### src/rtl/pc_unit_pkg.sv
// pc_unit_pkg
//   Definitions shared by the PC register stage and the control unit.
//   - branch_type_t : encodings carried on branchType
//   - RESET_PC_DEFAULT : default PC after reset
//   - EXC_* : exception vector addresses selected through the PC mux
package pc_unit_pkg;

   typedef enum logic [1:0] {
      BR_BEQ = 2'b00,
      BR_BNE = 2'b01,
      BR_BLE = 2'b10,
      BR_BGT = 2'b11
   } branch_type_t;

   localparam logic [31:0] RESET_PC_DEFAULT = 32'h0000_0000;

   localparam logic [31:0] EXC_VECTOR       = 32'h8000_0180;
   localparam logic [31:0] EXC_VECTOR_BOOT  = 32'hBFC0_0380;

endpackage

### src/rtl/pc_branch_cond.sv
// pc_branch_cond
//   Combinational branch-condition evaluator, also used by the control unit.
//   Ports:
//     branchType : 00 beq, 01 bne, 10 ble, 11 bgt
//     zeroFlag   : ALU A == B
//     ltFlag     : ALU signed A < B
//     cond       : branch condition for the selected type
module pc_branch_cond
   import pc_unit_pkg::*;
(
   input  logic [1:0] branchType,
   input  logic       zeroFlag,
   input  logic       ltFlag,
   output logic       cond
);

   always_comb begin
      cond = 1'b0;
      case (branch_type_t'(branchType))
         BR_BEQ:  cond = zeroFlag;
         BR_BNE:  cond = !zeroFlag;
         BR_BLE:  cond = zeroFlag | ltFlag;
         BR_BGT:  cond = !(zeroFlag | ltFlag);
         default: cond = 1'b0;
      endcase
   end

endmodule

### src/rtl/pc_register_unit.sv
// pc_register_unit
//   PC storage stage downstream of the PC-select mux. Holds PC and EPC,
//   a PC-write counter, and registered status pulses for the control unit.
//   Optional build macro: PC_ALIGN_CHECK_EN -- when defined, writes whose
//   target has muxPCOut[1:0] != 0 are suppressed and flagged on alignErr.
//   Ports:
//     clk, reset       : rising-edge clock, async active-high reset
//     muxPCOut         : next-PC candidate
//     ALUresult        : value captured into EPC on EPCWrite
//     PCWrite          : unconditional write request (wins over PCWriteCond)
//     PCWriteCond      : branch-conditional write request
//     branchType       : branch kind (see pc_unit_pkg)
//     zeroFlag, ltFlag : ALU flags for the branch condition
//     EPCWrite         : capture ALUresult into EPC
//     PCOut, EPCOut    : current PC and exception PC
//     branchTaken      : pulse, conditional write performed last cycle
//     pcUpdated        : pulse, PC written last cycle
//     alignErr         : pulse, write blocked for misalignment last cycle
//     pcWriteCount     : writes performed since reset, wraps
module pc_register_unit
   import pc_unit_pkg::*;
#(
   parameter logic [31:0] RESET_PC = RESET_PC_DEFAULT,
   parameter int unsigned CNT_W    = 32
) (
   input  logic             clk,
   input  logic             reset,
   input  logic [31:0]      muxPCOut,
   input  logic [31:0]      ALUresult,
   input  logic             PCWrite,
   input  logic             PCWriteCond,
   input  logic [1:0]       branchType,
   input  logic             zeroFlag,
   input  logic             ltFlag,
   input  logic             EPCWrite,
   output logic [31:0]      PCOut,
   output logic [31:0]      EPCOut,
   output logic             branchTaken,
   output logic             pcUpdated,
   output logic             alignErr,
   output logic [CNT_W-1:0] pcWriteCount
);

   logic cond;
   logic misaligned;
   logic wr_req;
   logic blocked;
   logic wr_en;

   pc_branch_cond u_branch_cond (
      .branchType (branchType),
      .zeroFlag   (zeroFlag),
      .ltFlag     (ltFlag),
      .cond       (cond)
   );

`ifdef PC_ALIGN_CHECK_EN
   assign misaligned = (muxPCOut[1:0] != 2'b00);
`else
   assign misaligned = 1'b0;
`endif

   assign wr_req  = PCWrite | (PCWriteCond & cond);
   assign blocked = wr_req & misaligned;
   assign wr_en   = wr_req & !blocked;

   always_ff @(posedge clk or posedge reset) begin
      if (reset) begin
         PCOut        <= RESET_PC;
         EPCOut       <= '0;
         branchTaken  <= 1'b0;
         pcUpdated    <= 1'b0;
         alignErr     <= 1'b0;
         pcWriteCount <= '0;
      end else begin
         if (wr_en) begin
            PCOut        <= muxPCOut;
            pcWriteCount <= pcWriteCount + CNT_W'(1);
         end
         if (EPCWrite) begin
            EPCOut <= ALUresult;
         end
         // Only a write that came from the conditional path counts as taken.
         branchTaken <= wr_en & !PCWrite & PCWriteCond;
         pcUpdated   <= wr_en;
         alignErr    <= blocked;
      end
   end

endmodule

### config.mk
export PLATFORM = sky130hd
export DESIGN_NAME = pc_register_unit
export DESIGN_NICKNAME = d
export VERILOG_FILES = /design/src/rtl/pc_unit_pkg.sv /design/src/rtl/pc_branch_cond.sv /design/src/rtl/pc_register_unit.sv
export SDC_FILE = /design/constraint.sdc
export NUM_CORES = 1
export LEC_CHECK = 0
export ABC_AREA = 1
export CAP_MARGIN = 20
export CORE_ASPECT_RATIO = 0.6
export CORE_MARGIN = 2
export CORE_UTILIZATION = 48
export DETAILED_ROUTE_END_ITERATION = 10
export PLACE_DENSITY = 0.86
export SYNTH_ARGS = -nofsm -noshare
export SYNTH_HDL_FRONTEND = slang
export SYNTH_SLANG_ARGS = --single-unit
### constraint.sdc
create_clock -name clk -period 5.31 [get_ports clk]
set_input_delay 1.062 -clock clk [delete_from_list [all_inputs] [get_ports clk]]
set_output_delay 1.062 -clock clk [all_outputs]
set_load 0.01 [all_outputs]
==> results.sh <==
export IMPL_synth_top_family_by_area="simple AND/OR/NAND/NOR gates"
export IMPL_layout_drive_gt1_share_pct=11.1
export IMPL_cellLeakagePower_nw=3.03
export IMPL_cts_hold_buf=0
export IMPL_internal_power_mw=1.43
export IMPL_grt_max_degree=74
export IMPL_ys_flop_type="dfrtp_1"
export IMPL_rsz0062_at_grt="false"
export IMPL_endpoint_kind="register"
export IMPL_final_core_utilization_pct=72.3
export IMPL_fin_crit_sh_pct=48.3
export IMPL_drv_cap=0
export IMPL_netlist_area_mm2=0.00457
export IMPL_syn_avg_cell_area_um2=8.74
export IMPL_insertion_delay_ns=0.33
export IMPL_p_per_area_mw_per_mm2=295
export IMPL_die_y_um=79.6
export IMPL_totalNegativeSetupSlack_ns=0
export IMPL_cts_htree_levels=3
export IMPL_final_nets=765
export IMPL_min_period_ns=2.56
export IMPL_dieArea_mm2=0.0103
export IMPL_dr_pass1_iters=5
export IMPL_cts_setup_buffers=0
export IMPL_seq_area_frac_synth_pct=53.7
export IMPL_portBuffers=170
export IMPL_crit_family="buffers and inverters"
export IMPL_worst_pin_slew_ns=0.805
export IMPL_vias=3997
export IMPL_worstPathCellList="clkdlybuf4s50_1 > inv_1 > nand3_1 > nand3_1 > nand2_2 > buf_4 > nand2_1 > xnor2_1"
export IMPL_relSlewSlack_pct=46.4
export IMPL_skew_ns=0.00420
export IMPL_path_clk_slew_ns=0.06
export IMPL_setup_viol=0
export IMPL_grt_remaining_overflow=0
export IMPL_synth_xor_area_share_pct=3.07
export IMPL_path_depth=8
export IMPL_max_stage_delay_ns=0.56
export IMPL_ctsResizeCount=0
export IMPL_antenna_found_initial=0
export IMPL_critical_path_buf_inv_count=3
export IMPL_viasPerCell=4.84
export IMPL_cts_tree="yes"
export IMPL_totalWireLength_um=12400
export IMPL_synth_seq_cells=98
export IMPL_fmax_ghz=0.390
export IMPL_hpwlAfterDp_um=9650
export IMPL_area_delta_synth_final_pct=45.9
export IMPL_grt_pass1_wl_um=19700
export IMPL_synthArstFlopShare_pct=100
export IMPL_critPathMostFrequentCell="nand3_1"
export IMPL_first_global_vias=3875
export IMPL_fp_coreArea_mm2=0.00922
export IMPL_min_path_type="register to register"
export IMPL_grt_usage_pct=24.9
export IMPL_status="finished clean"
export IMPL_synthCells=523
export IMPL_pwr_share_clk_pct=32.2
export IMPL_ys_warn_count=0
export IMPL_synth_compound_area_share_pct=0
export IMPL_cts_buffer_depth=2
export IMPL_synth_fa_ha_area_share_pct=0.274
export IMPL_crit_type="input pin to register"
export IMPL_crit_slowest_cell="buf_4"
export IMPL_start_kind="input pin"
export IMPL_drt_iter0_markers=297
export IMPL_place_congestion=0.992
export IMPL_pwr_share_comb_pct=22.4
export IMPL_hold_depth=2
export IMPL_arrival_ns=2.78
export IMPL_synth_edf_count=0
export IMPL_muxShareOfSynthArea_pct=7.89
export IMPL_clock_sinks=98
export IMPL_ys_types=22
export IMPL_clock_root_buffer="clkbuf_16"
export IMPL_yosys_area_share_simple_pct=29.6
export IMPL_swShare_pct=27.3
export IMPL_postSynthNetCount=597
export IMPL_whs_ns=0.469
export IMPL_drv_slew=0
export IMPL_rows=27
export IMPL_drt_drc_violations_left=0
export IMPL_ant_nets=0
export IMPL_p_switching_mw=0.537
export IMPL_wire_per_inst_um=15.0
export IMPL_reg2regPathDepth=8
export IMPL_path_max_fanout=73
export IMPL_ir_worst_vdd_mv=0.190
export IMPL_antenna_cells=0
export IMPL_cp_required_ns=5.53
export IMPL_report_final_hold_viol_count=0
export IMPL_ios=172
export IMPL_p_seq_share_pct=45.5
export IMPL_die_w_um=130
export IMPL_start_util_pct=49.5
export IMPL_cts_buffers=9
cells in the mapped netlist (3+ instances only):
| cell type | number | share of area [%] |
|---|---|---|
| nand3_1 | 22 | 2.4 |
| nand2_4 | 3 | 0.74 |
| nor2_2 | 5 | 0.68 |
| nor2_4 | 9 | 2.2 |
| buf_2 | 11 | 1.2 |
| dfrtp_1 | 98 | 54 |
| nand2_2 | 6 | 0.82 |
| buf_4 | 3 | 0.49 |
| nand2_1 | 233 | 19 |
| nor2_1 | 40 | 3.3 |
| xnor2_1 | 14 | 2.7 |
| inv_1 | 34 | 2.8 |
| mux2_2 | 30 | 7.4 |
path summary, 6_finish.rpt:
kind,start,slack (ns),to
worst max register to register,pcWriteCount[1],3.60,pcWriteCount[22]
worst max-delay path,branchType[0],2.75,pcWriteCount[9]
max in group asynchronous,reset,3.13,pcWriteCount[3]
min in group asynchronous,reset,1.23,EPCOut[19]
worst min register to register,PCOut[18],0.47,PCOut[18]
worst min-delay path,PCOut[18],0.47,PCOut[18]
registers in the layout, indices dropped and copies added (netlist names):
name / flops
EPCOut: 32
PCOut: 32
branchTaken: 1
pcUpdated: 1
pcWriteCount: 32
cell usage in the layout (no fill, tap or decap), types with 2 or more instances in the layout:
master           netlist  routed
clkdlybuf4s50_1        0     170
buf_4                  3       3
dfrtp_1               98      98
xor2_1                 2       2
xnor2_1               14      14
nand2_2                6       7
inv_1                 34      33
nand2_4                3       3
clkinv_2               2       5
nand2_1              233     232
nor2_4                 9       9
inv_2                  2       2
nand3_1               22      22
nand4_1                2       2
nor2_2                 5       5
mux2_2                30      30
nor2_1                40      40
clkbuf_16              0       9
mux2_1                 2       2
layer usage:
metal / GRT usage, % / share of wire (%) / vias to the layer above
met5: 0 / 0 / -
met4: 7.42 / 2.0 / 0
met3: 7.98 / 8.3 / 23
met2: 39.2 / 47 / 161
met1: 33.1 / 43 / 1884
li1: - / - / 1929
through the flow:
| stage | std cells | area [µm²] | power [mW] | setup slack [ns] |
|---|---|---|---|---|
| 2_1_floorplan | 523 | 4570 | 1.09 | 1.69 |
| 3_3_place_gp | 809 | 6360 | 1.33 | 2.36 |
| 3_5_place_dp | 810 | 6380 | 1.35 | 2.40 |
| 4_1_cts | 825 | 6670 | 1.99 | 2.76 |
| 5_1_grt | 825 | 6670 | 2.06 | 2.58 |
| 6_report | 825 | 6670 | 1.97 | 2.75 |
layout make-up:
type	count	area [µm²]
clock buffers	10	229
clock inverters	5	53.8
fillers	711	2550
inverters	38	148
multi-input cells	370	1870
flip-flops and latches	98	2450
well taps	130	163
repair buffers	174	1750
power by group through the flow:
stage / Combinational [mW] / Clock, mW / Sequential (mW)
6_report: 0.440 / 0.634 / 0.896
5_1_grt: 0.475 / 0.678 / 0.907
4_1_cts: 0.446 / 0.647 / 0.896
3_5_place_dp: 0.443 / 0 / 0.909
3_3_place_gp: 0.428 / 0 / 0.904
2_1_floorplan: 0.159 / 0 / 0.934
logic make-up after synthesis:
kind of cell | count (synthesis)
flops | 98
fa+ha+maj | 1
mux | 32
buf+inv | 55
simple gates | 320
other cells | 1
xor+xnor | 16
worst register-to-register path: stages (launching register included):
cell and delay (ns):
dfrtp_1 0.45, ha_1 0.25, nand3_1 0.11, nor2_1 0.16, nand3_1 0.17, nor2_1 0.23
nand3_1 0.10, nand2_1 0.10, inv_1 0.04
Power figures use the tool's default switching activity.
